### config.mk
export PLATFORM = sky130hd
export DESIGN_NAME = wb_arbiter_2m
export DESIGN_NICKNAME = d
export VERILOG_FILES = /design/src/rtl/wb_arbiter_2m.sv
export SDC_FILE = /design/constraint.sdc
export NUM_CORES = 1
export LEC_CHECK = 0
export BUFFER_PORTS_ARGS = -buffer_cell sky130_fd_sc_hd__buf_2
export CORE_AREA = 2 2 246 248
export CTS_BUF_LIST = sky130_fd_sc_hd__clkbuf_4 sky130_fd_sc_hd__clkbuf_8 sky130_fd_sc_hd__clkbuf_16
export DETAILED_ROUTE_END_ITERATION = 10
export DIE_AREA = 0 0 248 250
export PLACE_DENSITY = 0.3
export REMOVE_ABC_BUFFERS = 1
export SYNTH_ARGS = -nofsm -noshare
export SYNTH_HDL_FRONTEND = slang
export SYNTH_SLANG_ARGS = --single-unit
### constraint.sdc
create_clock -name clk -period 2.44 [get_ports clk]
set_input_delay 0.122 -clock clk [delete_from_list [all_inputs] [get_ports clk]]
set_output_delay 0.122 -clock clk [all_outputs]
set_load 0.01 [all_outputs]
### src/rtl/wb_arbiter_2m.sv
// wb_arbiter_2m: two-master Wishbone arbiter with round-robin grant, LOCK hold and a per-strobe watchdog.
module wb_arbiter_2m #(
  parameter int TIMEOUT = 16,
  parameter int CNT_W   = 8
) (
  input  logic        clk,
  input  logic        rst,
  input  logic        m0_cyc_i,
  input  logic        m0_stb_i,
  input  logic        m0_we_i,
  input  logic        m0_lock_i,
  input  logic [63:0] m0_adr_i,
  input  logic [63:0] m0_dat_i,
  input  logic [7:0]  m0_sel_i,
  output logic [63:0] m0_dat_o,
  output logic        m0_ack_o,
  output logic        m0_err_o,
  output logic        m0_rty_o,
  input  logic        m1_cyc_i,
  input  logic        m1_stb_i,
  input  logic        m1_we_i,
  input  logic        m1_lock_i,
  input  logic [63:0] m1_adr_i,
  input  logic [63:0] m1_dat_i,
  input  logic [7:0]  m1_sel_i,
  output logic [63:0] m1_dat_o,
  output logic        m1_ack_o,
  output logic        m1_err_o,
  output logic        m1_rty_o,
  output logic [1:0]  gnt_o,
  output logic        s_cyc_o,
  output logic        s_stb_o,
  output logic        s_we_o,
  output logic [63:0] s_adr_o,
  output logic [63:0] s_dat_o,
  output logic [7:0]  s_sel_o,
  input  logic [63:0] s_dat_i,
  input  logic        s_ack_i,
  input  logic        s_err_i,
  input  logic        s_rty_i
);
  typedef enum logic [1:0] {IDLE, OWN0, OWN1, TOUT} state_t;
  state_t           r_state;
  logic             r_owner;
  logic             r_last;
  logic [CNT_W-1:0] r_cnt;
  logic w_own0, w_own1, w_tout, w_cyc, w_lock, w_resp, w_wait;
  assign w_own0 = r_state == OWN0;
  assign w_own1 = r_state == OWN1;
  assign w_tout = r_state == TOUT;
  assign w_cyc  = w_own0 ? m0_cyc_i  : m1_cyc_i;
  assign w_lock = w_own0 ? m0_lock_i : m1_lock_i;
  assign w_resp = s_ack_i | s_err_i | s_rty_i;
  assign w_wait = s_stb_o & ~w_resp;
  assign s_cyc_o = w_own0 ? m0_cyc_i : w_own1 & m1_cyc_i;
  assign s_stb_o = w_own0 ? m0_stb_i : w_own1 & m1_stb_i;
  assign s_we_o  = w_own0 ? m0_we_i  : w_own1 & m1_we_i;
  assign s_adr_o = w_own0 ? m0_adr_i : w_own1 ? m1_adr_i : '0;
  assign s_dat_o = w_own0 ? m0_dat_i : w_own1 ? m1_dat_i : '0;
  assign s_sel_o = w_own0 ? m0_sel_i : w_own1 ? m1_sel_i : '0;
  assign gnt_o    = {w_own1 | (w_tout & r_owner), w_own0 | (w_tout & ~r_owner)};
  assign m0_dat_o = s_dat_i;
  assign m1_dat_o = s_dat_i;
  // responses reach only the owner, and only while its strobe is up
  assign m0_ack_o = w_own0 & m0_stb_i & s_ack_i;
  assign m0_rty_o = w_own0 & m0_stb_i & s_rty_i;
  assign m0_err_o = (w_own0 & m0_stb_i & s_err_i) | (w_tout & ~r_owner);
  assign m1_ack_o = w_own1 & m1_stb_i & s_ack_i;
  assign m1_rty_o = w_own1 & m1_stb_i & s_rty_i;
  assign m1_err_o = (w_own1 & m1_stb_i & s_err_i) | (w_tout & r_owner);
  always_ff @(posedge clk or posedge rst) begin
    if (rst) begin
      r_state <= IDLE;
      r_owner <= 1'b0;
      r_last  <= 1'b1;
      r_cnt   <= '0;
    end else begin
      case (r_state)
        IDLE: begin
          r_cnt <= '0;
          if (m0_cyc_i && (!m1_cyc_i || r_last)) r_state <= OWN0;
          else if (m1_cyc_i) r_state <= OWN1;
        end
        OWN0, OWN1: begin
          if (!w_cyc && !w_lock) begin
            r_state <= IDLE;
            r_last  <= w_own1;
            r_cnt   <= '0;
          end else if (w_wait && r_cnt == CNT_W'(TIMEOUT - 1)) begin
            r_state <= TOUT;
            r_owner <= w_own1;
            r_cnt   <= '0;
          end else begin
            r_cnt <= w_wait ? r_cnt + 1'b1 : '0;
          end
        end
        TOUT: begin
          r_state <= r_owner ? OWN1 : OWN0;
          r_cnt   <= '0;
        end
      endcase
    end
  end
endmodule

* Word-level counts from Yosys, hierarchy flattened *
Cells that the tools add are included.

cells by class
  muxes and demuxes = 21
  bitwise gates (word level) = 22
  reductions and logical operators = 13
  equality and inequality tests = 6
  add/subtract/negate cells = 1

operators by type and width
  kind                   number
  $mux W64               4
  $mux W8                5
  $pmux W8 S2            1
  $and A1 B1 Y1          13
  $mux W2                5
  $add A8 B1 Y8 const B  1
  $eq A8 B4 Y1 const B   1
  $ne A3 B3 Y1 const B   2
  $or A1 B1 Y1           6
  $pmux W2 S3            1
  $mux W1                5
  $eq A2 B2 Y1 const B   2
  $reduce_and A2 Y1      2
  $reduce_or A2 Y1       2
  $logic_and A1 B1 Y1    3
  $logic_not A1 Y1       3
  $not A1 Y1             3
  $reduce_and A3 Y1      1
  $eq A2 B1 Y1 const B   1
  $logic_not A2 Y1       1
  $logic_or A1 B1 Y1     1

storage, ports and cells
  input bits = 349
  output and inout bits = 275
  logic and storage cells = 67
  bits in registers = 12

* Longest topological paths before layout *
Gate-level depths: netlist of the first run.

  depth in word-level cells = 8
  gate-level depth with buffers = 7
  mapped depth without buffers = 6

* Least setup slack after synthesis of the first run *
Ideal clock, no wire load.

  kind = register to register
  from = register r_state[1]
  to = register r_state[1]
  data required time = 2.315 ns
  cell stages (with the launch flop) = 7
  period minus slack after synthesis = 1.832 ns
  data arrival time = 1.707 ns
  path slack = 0.608 ns
  library setup time = 0.125 ns
  path through = dfrtp_1 inv_1 ha_1 or3b_1 and3_4 o31a_1 mux2_4

between the ends
  longest elaborated chain between the ends = 7
  elaborated cells on any way between the ends = 19
  those cells by class = eq/ne: 5; mux: 5; bitwise: 2; reduce/logical: 7

RTL lines
  item                         RTL line  text
  start: declaration           43        state_t r_state;
  start signal: assignment     98        r_state <= r_owner ? OWN1 : OWN0;
  $eq A2 B2 Y1                 49, 78
  $and A1 B1 Y1                56        assign s_stb_o = w_own0 ? m0_stb_i : w_own1 & m1_stb_i;
  $mux W1                      56
  $and A1 B1 Y1                54        assign w_wait = s_stb_o & ~w_resp;
  $logic_and A1 B1 Y1          89        end else if (w_wait && r_cnt == CNT_W'(TIMEOUT - 1)) begin
  $ne A3 B3 Y1 (no line)       -
  $reduce_and A2 Y1 (no line)  -

Parallel ways exist; a longest one is shown, timed or not.
A chain may end at the register's enable or synchronous reset.

* Worst setup path in the final report of the first run *
  from = register r_state[0]
  to = output port s_dat_o[61]

between the ends
  longest elaborated chain between the ends = 3
  elaborated cells on any way between the ends = 4
  those cells by class = eq/ne: 2; mux: 2

RTL lines
  item                   RTL line  text
  $eq A2 B2 Y1           49        assign w_own1 = r_state == OWN1;
  named net w_own1       47        logic w_own0, w_own1, w_tout, w_cyc, w_lock, w_resp, w_wait;
  $mux W64 (2 in a row)  59        assign s_dat_o = w_own0 ? m0_dat_i : w_own1 ? m1_dat_i : '0;
  end: declaration       35        output logic [63:0] s_dat_o,

The timed path passes the listed nets, and every way through them passes these cells.

==> metrics.md, run 1 <==
| Metric | Value |
|---|---|
| Status | finished clean |
| Remaining DRCs | 0 |
| Drt pass-1 iters | 4 |
| Minimum clock period | 2280 ps |
| Reg clk slew, reported paths | 40 ps |
| Main area contributors after synthesis | a22o_1, buf_4, dfrtp_1 |
| I/O pin count | 624 |
| DP Wirelength | 26600 um |
| CP max stage delay | 420 ps |
| PwrDens | 1040 nW/um^2 |
| Routed length per placed instance | 21.9 um |
| Slew Limit Headroom | 67.6% |
| FF/Latch Area | 302 sq um |
| Area of the core | 59600 sq um |
| Htree depth | 1 |
| Worst Path Required | 2320 ps |
| Worst-Margin Slew | 486 ps |
| Hold violation count in the final report | 0 |
| Fin nets | 1024 |
| Top-area cell type share of the netlist area | 38.8% |
| Post-CTS setup buffers | 0 |
| Sequential area share after synthesis | 9.75% |
| Mapped cell area | 3090 sq um |
| Synthesized area per cell | 8.10 sq um |
| Crit share post-route | 93.4% |
| Area occupied by multi-input gates | 1710 sq um |
| Max_cap viols | 0 |
| Routed wire length | 31800 um |
| Synth Register Bits | 12 |
| Number of global-route vias before repair | 4238 |
| P_leak | 2.86 nW |
| Peak supply drop | 305 uV |
| Post-DRT Antenna Nets | 0 |
| First-pass GRT wire length | 38500 um |
| Final instance area | 5420 sq um |
| First-iteration detailed-routing DRC count | 279 |
| Yosys cell types | 37 |
| Pin count of the biggest net entering global routing | 81 |
| Layout area overhead | 75.2% |
| CP Class | flop to primary output |
| Max Root-Sink Buffers | 2 |
| Global route overflow | 0 |
| Top delay family on crit path | buffers and inverters |
| Die width | 248 um |
| Max FO, Critical Path | 24 |
| Clock sinks | 12 |
| Number of synthesized flops with an enable pin | 0 |
| Placed standard-cell area | 5270 sq um |
| Share of layout cells above drive strength 1 | 68.7% |
| Root Buffer Master | clkbuf_16 |
| Die Y | 250 um |
| Setup crit end kind | primary output |
| Final Max Tran Viols | 0 |
| Overall Global Routing Usage | 9.22% |
| Initial antenna violation count | 2 |
| CP cell instances | inv_1 -> ha_4 -> nor2b_4 -> buf_12 -> buf_16 -> a22o_1 -> buf_2 |
| Critical path's slowest cell | dfrtp_1 |
| Synthesis Warnings | 0 |
| Ant. Diodes | 0 |
| Worst Setup Start Kind | flop |
| RSZ-0062 raised after global routing | false |
| Post-Syn Instances | 382 |
| Number of buffers created by CTS | 3 |
| Via count | 4428 |
| # setup viols final | 0 |
| Fmax achieved | 439 MHz |
| Row count | 90 |
| Worst Hold Class | input port to primary output |
| CTS tree | built |
| Die ar. | 62000 sq um |
| Port Buffers | 431 |
| Initial Util | 5.19% |
| Post-synth ARST share | 100% |
| Total power | 5.61 mW |
| Synth area leader | a22o_1 |
| Main flop type after synthesis | dfrtp_1 |
| Vias per std cell | 3.05 |
| Crit path arrival time | 2160 ps |
| Fillers | 6990 |
| Worst Skew | 2.79 ps |
| Buf+Inv Stages, Crit Path | 4 |
| Placer congestion estimate | 0.733 |
| Worst skew pair latency | 240 ps |
placed cells by master, fill, tap and decap left out, types with 2 or more instances in the layout:
cell	netlist	routed
o21ai_0	2	2
and2_1	2	2
nor2_1	9	9
mux2_2	3	3
nand2_1	9	9
nand3_1	3	3
and3_1	5	5
or2_2	2	2
buf_12	0	3
inv_1	6	6
clkbuf_16	0	4
a22o_1	137	137
buf_4	128	4
buf_2	10	431
nor3_1	2	2
ha_1	6	4
ha_4	0	2
xnor2_1	4	4
dfrtp_1	11	11
xor2_1	2	2
report_power, final:
part	total (mW)	internal, mW	switching, mW
sequential	0.262	0.232	0.0300
clock	0.336	0.248	0.0879
combinational	5.02	2.19	2.83
total	5.61	2.67	2.95
final cells by class:
cell class                      instances  share of cell area [%]
Timing Repair Buffer                  442                    42.8
Multi-Input combinational cell        204                    31.5
Tap cell                              782                    18.1
Sequential cell                        12                    5.56
Clock buffer                            4                    1.64
Inverter                                6                   0.416
path summary, 6_finish.rpt:
| check | startpoint | to | slack [ps] | cells past startpoint |
|---|---|---|---|---|
| min | s_dat_i[31] | m0_dat_o[31] | 240 | 0 |
| max in group asynchronous | rst | r_last | 1650 | 3 |
| max reg2reg | r_state[1] | r_state[1] | 270 | 6 |
| max | r_state[0] | s_dat_o[61] | 160 | 7 |
| min reg2reg | r_cnt[0] | r_cnt[0] | 460 | 1 |
| min in group asynchronous | rst | r_cnt[5] | 440 | 3 |
metal layers:
metal,vias up,routed length [um],global-route usage [%],part of all wire [%]
met5,-,394,4.85,1.2
met2,458,12600,13.0,40
met1,2046,13500,11.5,43
li1,1869,-,-,-
met4,15,331,1.01,1.0
met3,40,4920,6.17,15
repair_timing:
item | CTS | global route
endpoints found under the hold margin | 11 | 0
gates cloned | 0 | 1
endpoints found under the setup margin | 54 | 23
hold buffers | 1 | 0
resized for setup | 2 | 2
cell usage after synthesis, drive strengths merged (2+ instances only):
cell type,n
a22o,137
clkbuf,22
nor2,9
and2,2
xor2,2
nand2,9
and3,6
ha,6
o21ai,2
mux2,4
dfrtp,11
xnor2,4
buf,138
nor3,2
inv,6
nand3,3
or2,2
per-stage QoR:
step / setup slack (ps) / TNS (ps) / utilization (%) / cells / hold slack (ps)
final: 162 / 0 / 9.10 / 1450 / 244
after global routing: 21.5 / 0 / 9.10 / 1450 / 244
after global placement: 108 / 0 / 8.85 / 1444 / 179
after CTS: 38.5 / 0 / 9.04 / 1449 / 244
after floorplan: -5050 / -718160 / - / 222 / -14.0
after detailed placement: 65.1 / 0 / 8.85 / 1444 / 177
kinds of logic (layout without fill, tap and decap cells):
group | Yosys count | after routing | synth area share [%]
adder cells (fa/ha/maj) | 6 | 6 | 2.43
AO/OA/AOI/OAI | 147 | 147 | 41.3
AND/OR/NAND/NOR | 41 | 41 | 7.20
XOR/XNOR | 6 | 6 | 1.70
buffers and inverters | 166 | 452 | 36.1
flip-flops | 12 | 12 | 9.75
multiplexers | 4 | 4 | 1.58
flip-flops by register name, indices dropped and copies added (netlist names):
signal,cells
r_owner,1
r_cnt,8
r_state,2
r_last,1
Power figures use the tool's default switching activity.
==> inputs of run 2 (changes only) <==
Settings changed: CORE_AREA 2 2 246 248 to 2 2 244 246, DIE_AREA 0 0 248 250 to 0 0 246 248.
Clock period 2.44 ns to 2.65 ns, I/O delays scaled along.
==> metrics.md, run 2 (synthesized netlist as in run 1, its figures left out) <==
| Metric | Value |
|---|---|
| Status | finished clean (unchanged) |
| Commonest non-fill, non-tap cell in the layout | buf_2 (unchanged) |
| Die Y | 248 um (was 250 um) |
| RSZ-0062 raised after global routing | false (unchanged) |
| RR Endpoint | r_state[0] (was r_state[1]) |
| Root Buffer Master | clkbuf_16 (unchanged) |
| Largest reg by FF count | r_cnt (unchanged) |
| Row count | 89 (was 90) |
| Worst Skew | 2.64 ps (was 2.79 ps) |
| Post-CTS setup buffers | 0 (unchanged) |
| Layout area overhead | 72.0% (was 75.2%) |
| Worst setup path startpoint | r_state[0] (unchanged) |
| Share of layout cells above drive strength 1 | 68.6% (was 68.7%) |
| Internal power | 2.33 mW (was 2.67 mW) |
| Vias per std cell | 3.07 (was 3.05) |
| Most frequent cells in the layout | buf_2, a22o_1, dfrtp_1, nand2_1, nor2_1 (unchanged) |
| Initial antenna violation count | 4 (was 2) |
| Final Max Tran Viols | 0 (unchanged) |
| First-pass GRT wire length | 39900 um (was 38500 um) |
| Global route overflow | 0 (unchanged) |
| Clock sinks | 12 (unchanged) |
| CP Class | flop to primary output (unchanged) |
| TNS Setup | 0 ps (unchanged) |
| Max Root-Sink Buffers | 2 (unchanged) |
| Fmax achieved | 407 MHz |
| Worst-Margin Slew | 615 ps (was 486 ps) |
| Via count | 4399 (was 4428) |
| Worst Hold Class | input port to primary output (unchanged) |
| Remaining DRCs | 0 (unchanged) |
| Fin nets | 1018 (was 1024) |
| I/O pin count | 624 (unchanged) |
| Reg-to-Reg Start | r_state[1] (unchanged) |
| Crit share post-route | 92.7% |
| Sequential share of power | 4.6% (was 4.7%) |
| Combinational cell fraction of total power | 89.5% (was 89.4%) |
| Worst Setup Start Kind | flop (unchanged) |
| Peak supply drop | 407 uV (was 305 uV) |
| Overall Global Routing Usage | 9.83% (was 9.22%) |
| Max FO, Critical Path | 91 (was 24) |
| Reg2Reg Setup Slack | 500 ps (was 270 ps) |
| Die width | 246 um (was 248 um) |
| FF-to-FF path depth | 7 (was 6) |
| DP Wirelength | 28800 um (was 26600 um) |
| # setup viols final | 0 (unchanged) |
| Clock share of power | 5.9% (was 6.0%) |
| Initial Util | 5.29% (was 5.19%) |
| Number of global-route vias before repair | 3981 (was 4238) |
| Slew Limit Headroom | 59.0% (was 67.6%) |
| CTS tree | built (unchanged) |
| Port Buffers | 431 (unchanged) |
| Die ar. | 61000 sq um (was 62000 sq um) |
| Critical path's slowest cell | dfrtp_1 (unchanged) |
| Met3 Track Usage GR | 5.96% (was 6.17%) |
| Sw frac | 55.5% (was 52.5%) |
| Max_cap viols | 0 (unchanged) |
| Met2 Use GR | 14.9% (was 13.0%) |
| Final Non-Filler Cells | 1435 (was 1450) |
| Largest regs | r_cnt (8), r_state (2) (unchanged) |
| PwrDens | 985 nW/um^2 (was 1040 nW/um^2) |
| Htree depth | 1 (unchanged) |
| P_sw | 2.91 mW (was 2.95 mW) |
| Number of buffers created by CTS | 3 (unchanged) |
| Worst skew pair latency | 240 ps (about the same) |
| P_leak | 2.81 nW (was 2.86 nW) |
| Max FFs per register | 8 (unchanged) |
| Drt pass-1 iters | 4 (unchanged) |
| Setup crit end kind | primary output (unchanged) |
| Reg clk slew, reported paths | 40 ps (about the same) |
| Hold violation count in the final report | 0 (unchanged) |
| Placer congestion estimate | 0.697 (was 0.733) |
| Pin count of the biggest net entering global routing | 125 (was 81) |
| Final instance area | 5320 sq um (was 5420 sq um) |
| First-iteration detailed-routing DRC count | 210 (was 279) |
| Routed wire length | 33800 um (was 31800 um) |
| Area of the core | 58500 sq um (was 59600 sq um) |
| Crit path arrival time | 2320 ps (was 2160 ps) |
| GRT Max-Usage Layer | met2 (unchanged) |
| Worst Path Required | 2520 ps (was 2320 ps) |
| Minimum clock period | 2460 ps |
| CP cell instances | inv_1 -> ha_2 -> nor2b_4 -> buf_16 -> a22o_1 -> buf_2 (was inv_1 -> ha_4 -> nor2b_4 -> buf_12 -> buf_16 -> a22o_1 -> buf_2) |
| Routing usage on met1 | 12.2% (was 11.5%) |
| CP endpoint | s_dat_o[4] (was s_dat_o[61]) |
| Placed standard-cell area | 5210 sq um (was 5270 sq um) |
| Ant. Diodes | 0 (unchanged) |
| CP max stage delay | 430 ps (was 420 ps) |
| Post-DRT Antenna Nets | 0 (unchanged) |
| Routed length per placed instance | 23.5 um (was 21.9 um) |
| Placed insts | 1430 (was 1444) |
[run 2: changes by cell type in the layout (fill, tap and decap cells not counted)]
cell / delta
buf_4: -3
a22o_1: -1
a22o_2: +1
buf_12: -1
buf_6: -1
clkbuf_16: -1
ha_2: +1
ha_4: -1
[run 2: what timing repair did]
action / in CTS / in global routing
gates cloned: 0 / 0
hold buffers: 1 / 0
gates resized for setup: 1 / 2
setup endpoints to repair: 1 / 1
hold endpoints to repair: 11 / 0
[run 2: how the worst min path moves through the flow]
stage                     cells past startpoint  slack (ps)         from      endpoint
after floorplan                               1          -4          rst      r_cnt[0]
after global placement                        2         190          rst      r_cnt[7]
after detailed placement                      2         200          rst      r_cnt[6]
after CTS                                     0         270  s_dat_i[18]  m0_dat_o[18]
after global routing                          0         270  s_dat_i[57]  m0_dat_o[57]
final                                         0         270  s_dat_i[18]  m0_dat_o[18]
[run 2: layer usage]
layer,share of wire [%],vias up,wire length [um]
li1,-,1859,-
met3,15,16,5060
met2,44,454,14800
met4,0.15,10,51
met5,0.63,-,214
met1,40,2060,13600
[run 2: stage by stage]
| stage | worst slack [ps] | utilization (%) | power, mW | hold slack (ps) |
|---|---|---|---|---|
| floorplan | -4850 | - | 2.35 | -3.52 |
| global placement | 204 | 8.91 | 5.12 | 187 |
| detailed placement | 197 | 8.91 | 5.09 | 198 |
| CTS | 61.4 | 9.09 | 5.45 | 265 |
| global route | 38.7 | 9.10 | 5.71 | 265 |
| finish | 193 | 9.10 | 5.24 | 265 |
[run 2: final cells by class]
class | instances | area (sq um)
Clock buffer | 4 | 88.8
Sequential cell | 12 | 302
Multi-Input combinational cell | 204 | 1700
Tap cell | 773 | 967
Inverter | 6 | 22.5
Fill cell | 6934 | 53100
Timing Repair Buffer | 436 | 2240
[run 2: worst max-delay path, delay by kind of cell, from the launching register on]
| kind | cells | cell delay, ps |
|---|---|---|
| adder cells (fa/ha/maj) | 1 | 320 |
| AND/OR/NAND/NOR | 1 | 270 |
| flip-flops | 1 | 430 |
| buffers and inverters | 3 | 650 |
| AO/OA/AOI/OAI | 1 | 340 |
[run 2: power by group through the flow]
stage	clock [mW]	sequential [mW]	combinational [mW]
finish	0.309	0.239	4.69
global route	0.325	0.244	5.15
CTS	0.318	0.240	4.89
detailed placement	0	0.242	4.85
global placement	0	0.243	4.88
floorplan	0	0.232	2.12
==> inputs of run 3 (changes only) <==
Settings changed: CORE_AREA 2 2 244 246 to 2 2 246 248, DIE_AREA 0 0 246 248 to 0 0 248 250.
Clock period 2.65 ns to 2.3 ns, I/O delays scaled along.
==> metrics.md, run 3 (synthesized netlist as in run 1, its figures left out) <==
| Metric | Value |
|---|---|
| Pin count of the biggest net entering global routing | 96 (was 125) |
| Most frequent cells in the layout | buf_2, a22o_1, dfrtp_1, buf_4 (was buf_2, a22o_1, dfrtp_1, nand2_1, nor2_1) |
| First-pass GRT wire length | 38300 um (was 39900 um) |
| Number of global-route vias before repair | 4170 (was 3981) |
| Worst Setup Start Kind | flop (unchanged) |
| Htree depth | 1 (unchanged) |
| Buf+Inv Stages, Crit Path | 4 (was 3) |
| Max_cap viols | 0 (unchanged) |
| Fin nets | 1030 (was 1018) |
| Via count | 4416 (was 4399) |
| Root Buffer Master | clkbuf_16 (unchanged) |
| Max FO, Critical Path | 30 (was 91) |
| CP cell instances | inv_1 -> ha_1 -> nor2b_4 -> buf_12 -> buf_12 -> a22o_1 -> buf_2 (was inv_1 -> ha_2 -> nor2b_4 -> buf_16 -> a22o_1 -> buf_2) |
| Placer congestion estimate | 0.750 (was 0.697) |
| CTS tree | built (unchanged) |
| Reg clk slew, reported paths | 40 ps (about the same) |
| Final Max Tran Viols | 0 (unchanged) |
| Max FFs per register | 8 (unchanged) |
| Initial Util | 5.19% (was 5.29%) |
| I/O pin count | 624 (unchanged) |
| Die ar. | 62000 sq um (was 61000 sq um) |
| Crit-path most repeated cell | buf_12 |
| Crit path arrival time | 2000 ps (was 2320 ps) |
| PwrDens | 1100 nW/um^2 (was 985 nW/um^2) |
| Worst skew pair latency | 240 ps (about the same) |
| RSZ-0062 raised after global routing | false (unchanged) |
| Worst Path Required | 2180 ps (was 2520 ps) |
| Routed wire length | 32100 um (was 33800 um) |
| CP Class | flop to primary output (unchanged) |
| Largest regs | r_cnt (8), r_state (2) (unchanged) |
| Setup crit end kind | primary output (unchanged) |
| First-iteration detailed-routing DRC count | 239 (was 210) |
| DP Wirelength | 26900 um (was 28800 um) |
| Overall Global Routing Usage | 9.20% (was 9.83%) |
| Die Y | 250 um (was 248 um) |
| Die width | 248 um (was 246 um) |
| Max Root-Sink Buffers | 2 (unchanged) |
| Vias per std cell | 3.03 (was 3.07) |
| Slew Limit Headroom | 61.5% (was 59.0%) |
| CP max stage delay | 430 ps (about the same) |
| Critical path's slowest cell | dfrtp_1 (unchanged) |
| Port Buffers | 431 (unchanged) |
| Layout area overhead | 76.0% (was 72.0%) |
| Global route overflow | 0 (unchanged) |
| Row count | 90 (was 89) |
| Worst Hold Class | input port to primary output (unchanged) |
| Worst Skew | 4.10 ps (was 2.64 ps) |
| # setup viols final | 0 (unchanged) |
| Fmax achieved | 473 MHz |
| Commonest non-fill, non-tap cell in the layout | buf_2 (unchanged) |
| Initial antenna violation count | 3 (was 4) |
| Number of buffers created by CTS | 3 (unchanged) |
| Routed length per placed instance | 22.0 um (was 23.5 um) |
| Area of the core | 59600 sq um (was 58500 sq um) |
| Worst-Margin Slew | 578 ps (was 615 ps) |
| Crit share post-route | 91.8% |
| Hold violation count in the final report | 0 (unchanged) |
| Drt pass-1 iters | 6 (was 4) |
| Share of layout cells above drive strength 1 | 68.8% (was 68.6%) |
| Status | finished clean (unchanged) |
| Minimum clock period | 2110 ps |
| P_leak | 2.88 nW (was 2.81 nW) |
| Largest reg by FF count | r_cnt (unchanged) |
| Placed standard-cell area | 5310 sq um (was 5210 sq um) |
| Post-DRT Antenna Nets | 0 (unchanged) |
| Peak supply drop | 440 uV (was 407 uV) |
| Remaining DRCs | 0 (unchanged) |
| Top delay family on crit path | buffers and inverters (unchanged) |
| Final instance area | 5440 sq um (was 5320 sq um) |
| Utilization after layout | 9.14% (was 9.10%) |
| Clock sinks | 12 (unchanged) |
run 3: repair_timing:
| action | in CTS | in global routing |
|---|---|---|
| setup endpoints to repair | 0 | 3 |
| resized for setup | 0 | 2 |
| endpoints found under the hold margin | 11 | 0 |
| setup buffers | 0 | 1 |
| hold buffers | 1 | 0 |
run 3: final cells by class:
| class | instances | area [sq um] |
|---|---|---|
| multi-input combinational | 204 | 1700 |
| fill | 6997 | 54100 |
| tap | 782 | 978 |
| antenna | 1 | 2.50 |
| clock buffer | 4 | 82.6 |
| sequential | 12 | 302 |
| inverter | 6 | 22.5 |
| timing repair buffer | 448 | 2360 |
run 3: worst paths after layout:
kind	from	to	slack, ps	depth (start not counted)
hold / removal	s_dat_i[31]	m0_dat_o[31]	230	0
min in group asynchronous	rst	r_cnt[4]	450	3
setup / recovery	r_state[0]	s_dat_o[40]	190	7
setup reg to reg	r_state[1]	r_state[0]	260	6
max in group asynchronous	rst	r_last	1490	3
hold reg to reg	r_cnt[0]	r_cnt[0]	460	1
run 3: routing by layer:
layer,vias up,GRT usage (%),routed length (um)
met5,-,3.26,209
met4,6,0.616,121
met3,14,6.64,5350
met2,486,13.0,12600
met1,2025,11.4,13800
li1,1885,-,-
run 3: where the power goes:
part	internal (mW)	switching (mW)	total [mW]	leakage, nW
combinational	2.37	3.00	5.36	2.68
clock	0.245	0.0868	0.331	0.0416
sequential	0.247	0.0287	0.275	0.160
total	2.86	3.11	5.97	2.88
run 3: worst reg2reg max path, delay by kind of cell (launching register included):
kind	cells	cell delay (ps)
buf+inv	1	140
compound gates	1	180
mux	1	350
fa+ha+maj	1	220
simple gates	2	610
flops	1	410
run 3: stage by stage:
stage / instances / total power, mW / hold WS [ps] / worst slack (ps) / TNS, ps
6_report: 1457 / 5.97 / 230 / 188 / 0
5_1_grt: 1457 / 6.54 / 230 / 38.1 / 0
4_1_cts: 1454 / 6.01 / 230 / 37.4 / 0
3_5_place_dp: 1449 / 5.66 / 167 / 262 / 0
3_3_place_gp: 1449 / 5.68 / 165 / 272 / 0
2_1_floorplan: 222 / 2.59 / -21.0 / -5190 / -738860
